[config.mk]
export PLATFORM = sky130hd
export DESIGN_NAME = cache_mem_arbiter
export DESIGN_NICKNAME = d
export VERILOG_FILES = /design/src/rtl/cache_pkg.sv /design/src/rtl/arb_owner_sel.sv /design/src/rtl/cache_mem_arbiter.sv
export SDC_FILE = /design/constraint.sdc
export NUM_CORES = 1
export LEC_CHECK = 0
export ABC_AREA = 1
export BUFFER_PORTS_ARGS = -buffer_cell sky130_fd_sc_hd__clkbuf_2
export CAP_MARGIN = 20
export CORE_UTILIZATION = 32
export CTS_CLUSTER_SIZE = 16
export DETAILED_ROUTE_END_ITERATION = 7
export HOLD_SLACK_MARGIN = 0.03
export PLACE_DENSITY = 0.82
export SLEW_MARGIN = 15
export SYNTH_ARGS = -nofsm -noshare
export SYNTH_HDL_FRONTEND = slang
export SYNTH_SLANG_ARGS = --single-unit
[constraint.sdc]
create_clock -name clk -period 2.2 [get_ports clk]
set_input_delay 0.33 -clock clk [delete_from_list [all_inputs] [get_ports clk]]
set_output_delay 0.33 -clock clk [all_outputs]
set_load 0.01 [all_outputs]
[src/rtl/cache_pkg.sv]
// cache_pkg: shared types and constants for the cache / main-memory subsystem.
package cache_pkg;
    typedef enum logic [1:0] {IDLE, FILL_I, FILL_D, STORE} arb_state_t;
    localparam int MEM_LATENCY = 4;
    localparam int CACHE_WORDS = 8;
endpackage

[src/rtl/arb_owner_sel.sv]
// arb_owner_sel: next memory owner chosen from IDLE; stores beat fills.
// CACHE_ARB_ROUND_ROBIN_EN: contending fills alternate via last_d_i, otherwise D-fill wins.
module arb_owner_sel
    import cache_pkg::*;
(
    input  logic       st_req_i,
    input  logic       i_busy_i,
    input  logic       d_busy_i,
`ifdef CACHE_ARB_ROUND_ROBIN_EN
    input  logic       last_d_i,
`endif
    output logic [1:0] next_state_o
);
    logic d_first;
`ifdef CACHE_ARB_ROUND_ROBIN_EN
    assign d_first = d_busy_i & (~i_busy_i | ~last_d_i);
`else
    assign d_first = d_busy_i;
`endif
    always_comb next_state_o = st_req_i ? STORE : d_first ? FILL_D : i_busy_i ? FILL_I : IDLE;
endmodule

[src/rtl/cache_mem_arbiter.sv]
// cache_mem_arbiter: shares the single memory port between I-fill, D-fill and write-through stores.
// CACHE_ARB_ROUND_ROBIN_EN selects round-robin between contending fills.
module cache_mem_arbiter
    import cache_pkg::*;
#(
    parameter int ADDR_W = 16,
    parameter int DATA_W = 16
)(
    input  logic              clk,
    input  logic              rst,
    input  logic              i_busy,
    input  logic [ADDR_W-1:0] i_addr,
    input  logic              d_busy,
    input  logic [ADDR_W-1:0] d_addr,
    input  logic              st_req,
    input  logic [ADDR_W-1:0] st_addr,
    input  logic [DATA_W-1:0] st_data,
    input  logic              mem_data_valid,
    output logic              mem_en,
    output logic              mem_wr,
    output logic [ADDR_W-1:0] mem_addr,
    output logic [DATA_W-1:0] mem_data_out,
    output logic              i_grant,
    output logic              d_grant,
    output logic              i_data_valid,
    output logic              d_data_valid,
    output logic              st_ack,
    output logic              arb_err
);
    arb_state_t state_q, state_d;
    logic pending_q, pending_d, arb_err_q;
    logic [1:0] sel_state;
    logic busy;
`ifdef CACHE_ARB_ROUND_ROBIN_EN
    logic last_d_q;
`endif

    arb_owner_sel u_sel (
        .st_req_i     (st_req),
        .i_busy_i     (i_busy),
        .d_busy_i     (d_busy),
`ifdef CACHE_ARB_ROUND_ROBIN_EN
        .last_d_i     (last_d_q),
`endif
        .next_state_o (sel_state)
    );

    assign busy         = (state_q == FILL_I) ? i_busy : d_busy;
    assign i_grant      = state_q == FILL_I;
    assign d_grant      = state_q == FILL_D;
    assign i_data_valid = i_grant & pending_q & mem_data_valid;
    assign d_data_valid = d_grant & pending_q & mem_data_valid;
    assign arb_err      = arb_err_q;

    always_comb begin
        state_d      = state_q;
        pending_d    = pending_q;
        mem_en       = 1'b0;
        mem_wr       = 1'b0;
        mem_addr     = '0;
        mem_data_out = '0;
        st_ack       = 1'b0;
        case (state_q)
            IDLE: state_d = arb_state_t'(sel_state);
            STORE: begin
                mem_en       = 1'b1;
                mem_wr       = 1'b1;
                mem_addr     = st_addr;
                mem_data_out = st_data;
                st_ack       = 1'b1;
                state_d      = IDLE;
            end
            default: begin
                mem_en    = busy & ~pending_q;
                mem_addr  = mem_en ? (i_grant ? i_addr : d_addr) : '0;
                pending_d = mem_en | (pending_q & ~mem_data_valid);
                // a read in flight holds ownership even after the owner drops busy
                state_d   = (~busy & (~pending_q | mem_data_valid)) ? IDLE : state_q;
            end
        endcase
    end

    always_ff @(posedge clk) begin
        if (rst) begin
            state_q   <= IDLE;
            pending_q <= 1'b0;
            arb_err_q <= 1'b0;
        end else begin
            state_q   <= state_d;
            pending_q <= pending_d;
            arb_err_q <= arb_err_q | (mem_data_valid & ~pending_q);
        end
    end

`ifdef CACHE_ARB_ROUND_ROBIN_EN
    always_ff @(posedge clk) begin
        if (rst)
            last_d_q <= 1'b0;
        else if (state_q == IDLE && (sel_state == FILL_I || sel_state == FILL_D))
            last_d_q <= sel_state == FILL_D;
    end
`endif
endmodule
**Word-level counts from Yosys, hierarchy flattened**

Index checks and enable logic that the tools add are counted.

- Muxes and demuxes: 12
- Eq/ne operators: 3
- Bitwise logic cells: 14
- Reductions and logical operators: 3

Operators by type and width:

| kind | count |
|---|---|
| $mux W16 | 3 |
| $pmux W16 S2 | 1 |
| $and A1 B1 Y1 | 8 |
| $mux W2 | 3 |
| $eq A2 B2 Y1 const B | 2 |
| $pmux W2 S2 | 1 |
| $mux W1 | 3 |
| $not A1 Y1 | 3 |
| $or A1 B1 Y1 | 3 |
| $reduce_bool A3 Y1 | 1 |
| $eq A2 B1 Y1 const B | 1 |
| $logic_not A2 Y1 | 1 |
| $pmux W1 S2 | 1 |
| $reduce_or A2 Y1 | 1 |

- Register bits: 4
- Output and inout bits: 40
- Input bits: 70

**Logic depth before layout (Yosys ltp)**

- Depth after elaboration: 6
- Depth in mapped cells: 8

**Cells and area by module**

A second synthesis with hierarchy kept.

- Cells, all modules: 146
- Area, all modules: 833.3 um2

By module, submodules not included:

| module | instances | area an instance (um2) | cells each |
|---|---|---|---|
| cache_mem_arbiter | 1 | 814.5 | 141 |
| arb_owner_sel | 1 | 18.8 | 5 |

**Least setup slack after synthesis**

OpenSTA, ideal clock, no wires.

- Kind: register to output
- Start point: register state_q[0]
- End point: output port mem_addr[2]
- Arrival: 1.388 ns
- Path buffers: 1
- Slack: 0.482 ns
- Cell stages (with the launch flop): 7
- Cells stage by stage: dfxtp_1 inv_1 ha_1 clkinv_1 clkbuf_1 nand3_1 o21ai_1

- Word-level cells in the longest chain between the ends: 5
- Elaborated cells between the ends (all ways): 8
- Those cells by class: eq/ne: 2; mux: 4; bitwise: 1; reduce/logical: 1

Ends and longest elaborated chain:

| element | RTL line | RTL |
|---|---|---|
| from (decl) | cache_mem_arbiter.sv:30 | `arb_state_t state_q, state_d;` |
| from (signal assigned) | cache_mem_arbiter.sv:89 | `state_q <= state_d;` |
| $eq A2 B1 Y1 | cache_mem_arbiter.sv:48, cache_mem_arbiter.sv:49 |  |
| $mux W1 | cache_mem_arbiter.sv:48 | `assign busy = (state_q == FILL_I) ? i_busy : d_busy;` |
| $and A1 B1 Y1 | cache_mem_arbiter.sv:74 | `mem_en = busy & ~pending_q;` |
| $mux W16 | cache_mem_arbiter.sv:75 | `mem_addr = mem_en ? (i_grant ? i_addr : d_addr) : '0;` |
| $pmux W16 S2 * | cache_mem_arbiter.sv:63 | `case (state_q)` |
| to (decl) | cache_mem_arbiter.sv:21 | `output logic [ADDR_W-1:0] mem_addr,` |

Mark *: on every way between the ends. The rest lies on a longest branch, timed or not.

**Final worst setup path**

- Start point: register state_q[1]
- End point: output port mem_addr[3]

Same word-level chain as after synthesis.

==> flow_summary.ini <==
[global_route]
grt_pass1_vias = 966
grt_max_degree = 20
grt-ovfl-total = 0
grt_pass1_wl_mm = 3.81
track_usage_pct = 17.9
antenna_found_initial = 0

[logic_synthesis]
syn-cell-area_um2 = 836
synth_seq_area_share_pct = 9.58
yosysMostFrequentCell = o21ai_0
ys_warn_count = 0
syn-instance-count = 143
yosys-top-cells-count = o21ai_0 (25), inv_1 (21), nand2_1 (20), nand3_1 (19), or2_2 (15)
yosys.area.top_type = o21ai_0
synth_ff_type = dfxtp_1
avgSynthCellArea_um2 = 5.84
synth_cell_type_count = 25
synth_fp_nets = 217
synth_top_area_share_pct = 15.0
synth-edff-count = 0
synth_area_leaders = o21ai_0 (15%), nand3_1 (11%), or2_2 (11%), dfxtp_1 (9.6%), inv_1 (9.4%)
async_flop_share_pct = 0
synth_seq_cells = 4

[sta]
fin_worst_skew_ns = 0.00436
fin_crit_sh_pct = 92.6
tns_ns = 0
setup_viol = 0
grt_setup_unrepaired = no
holdWs_ns = 0.315
clock.fmax_mhz = 491
finalWorstSetupSlack_ns = 0.163
timing.final.crit_period_ns = 2.04
hold_viol_final = 0
slew_headroom_pct = 82.6
drv_slew = 0
tightest_slew_ns = 0.260

[cells_and_area]
synthToLayoutAreaGrowth_pct = 71.1
final_cells = 282
finish.utilization_pct = 57.7
drive_gt1_share_pct = 58.7
nNetsFinal = 328
final_area_um2 = 1430
num_antenna_cells = 0

[detailed_routing]
wl_per_cell_um = 9.69
drc = 0
ant_nets = 0
drtIter0Drc = 11
dr_total_vias = 1270
wl_mm = 2.73
via_per_inst = 4.50
first_pass_iters = 4

[placement]
io_buffers = 109
globalplace.congestion = 0.738
postPlaceCellArea_um2 = 1400
post-place-ws_ns = 0.331
dp_cells = 278
hpwl_mm = 2.24

[critical_path]
reg2reg_from = state_q[0]
crit_type = flop to primary output
worst-endpoint-required_ns = 1.87
crit_arrival_ns = 1.71
crit_path_start_kind = flop
cp-startpoint = state_q[1]
cp_max_fo = 18
end_kind = primary output

[status]
status = complete, no violations

[power]
p_clk_share_pct = 17.2
p_sw_share_pct = 42.9
comb_power_share_pct = 65.9
power_density_nw_per_um2 = 368
p_sw_mw = 0.226
seqPwrFrac_pct = 16.9
power_leakage_nw = 0.933
p_int_mw = 0.301
max-vdd-ir-drop_mv = 0.275
finalPower_mw = 0.527

[clock_network]
htree_levels = 1
root_buffer = clkbuf_4
cts_buffers = 3
hold_buffers = 0
cts_buffer_depth = 2
cts_sinks = 4
clock_latency_ns = 0.23
clkTransAtPathRegs_ns = 0.04
cts_tree = built

[floorplan]
core_area_um2 = 2480
placementRows = 18
initial_utilization_pct = 33.7
die-area_um2 = 2820
die_y_um = 53.1
die_w_um = 53.1
io_pins = 110

[min_path]
min_from = rst
hp-class = input port to flop

[flow_run]
drv_cap = 0
-- cell type report --
class | instances | area (µm²)
Clock buffer | 3 | 22.5
Multi-Input combinational cell | 107 | 613
Tap cell | 30 | 37.5
Sequential cell | 4 | 80.1
Inverter | 23 | 86.3
Fill cell | 278 | 1050
Timing Repair Buffer | 115 | 591
-- metal layers --
metal | vias up | wire (µm) | GRT usage [%]
met3 | 4 | 258 | 3.45
met1 | 529 | 1090 | 19.8
li1 | 682 | - | -
met4 | 0 | 34 | 7.02
met5 | - | 0 | 0
met2 | 55 | 1350 | 32.9
-- path summary, 6_finish.rpt --
kind                 end  slack, ns  cells past startpoint
max          mem_addr[3]       0.16                      8
min            pending_q       0.31                      2
max reg2reg    pending_q       0.69                      6
min reg2reg      arb_err       0.47                      2
-- power groups by stage --
| stage | registers, mW | clock network [mW] | logic, mW |
|---|---|---|---|
| 5_1_grt | 0.0906 | 0.0988 | 0.391 |
| 2_1_floorplan | 0.0897 | 0 | 0.208 |
| 3_5_place_dp | 0.0904 | 0 | 0.344 |
| 4_1_cts | 0.0892 | 0.0960 | 0.346 |
| 3_3_place_gp | 0.0896 | 0 | 0.341 |
| 6_report | 0.0892 | 0.0906 | 0.347 |
-- layout by cell type, fill, tap and decap left out --
| master | n |
|---|---|
| o21ai_1 | 4 |
| inv_2 | 1 |
| dfxtp_1 | 4 |
| or2_1 | 1 |
| nand2_4 | 1 |
| inv_1 | 21 |
| nor3_1 | 1 |
| ha_1 | 3 |
| o21ai_0 | 23 |
| ha_2 | 1 |
| a21oi_2 | 1 |
| buf_4 | 6 |
| nor2_1 | 4 |
| clkinv_1 | 1 |
| o21ai_2 | 8 |
| or2_2 | 15 |
| nand2_1 | 20 |
| nand2_2 | 2 |
| a21oi_1 | 3 |
| nand3_1 | 19 |
| clkbuf_2 | 109 |
| nand3_4 | 1 |
| clkbuf_4 | 3 |
-- registers in the layout (all words and copies together) (netlist names) --
register   flops
pending_q      1
arb_err        1
state_q        2
-- repair_timing --
item	4_1_cts	5_1_grt
resized for setup	0	3
setup endpoints to repair	0	11
setup buffers	0	1
-- worst max-delay path, stage by stage (launching register included) --
cell and delay [ns]:
dfxtp_1 0.37, inv_1 0.08, ha_2 0.22, inv_2 0.08, nand2_4 0.05, nand2_2 0.07, nand3_4 0.20, o21ai_0 0.24
clkbuf_2 0.16
-- cells by family after synthesis --
logic type	synth area share [%]
and+or+nand+nor	39.7
AOI/OAI and AO/OA	27.4
buffers and inverters	17.4
adders and majority gates	5.99
DFF	9.58
Power figures use the tool's default switching activity.
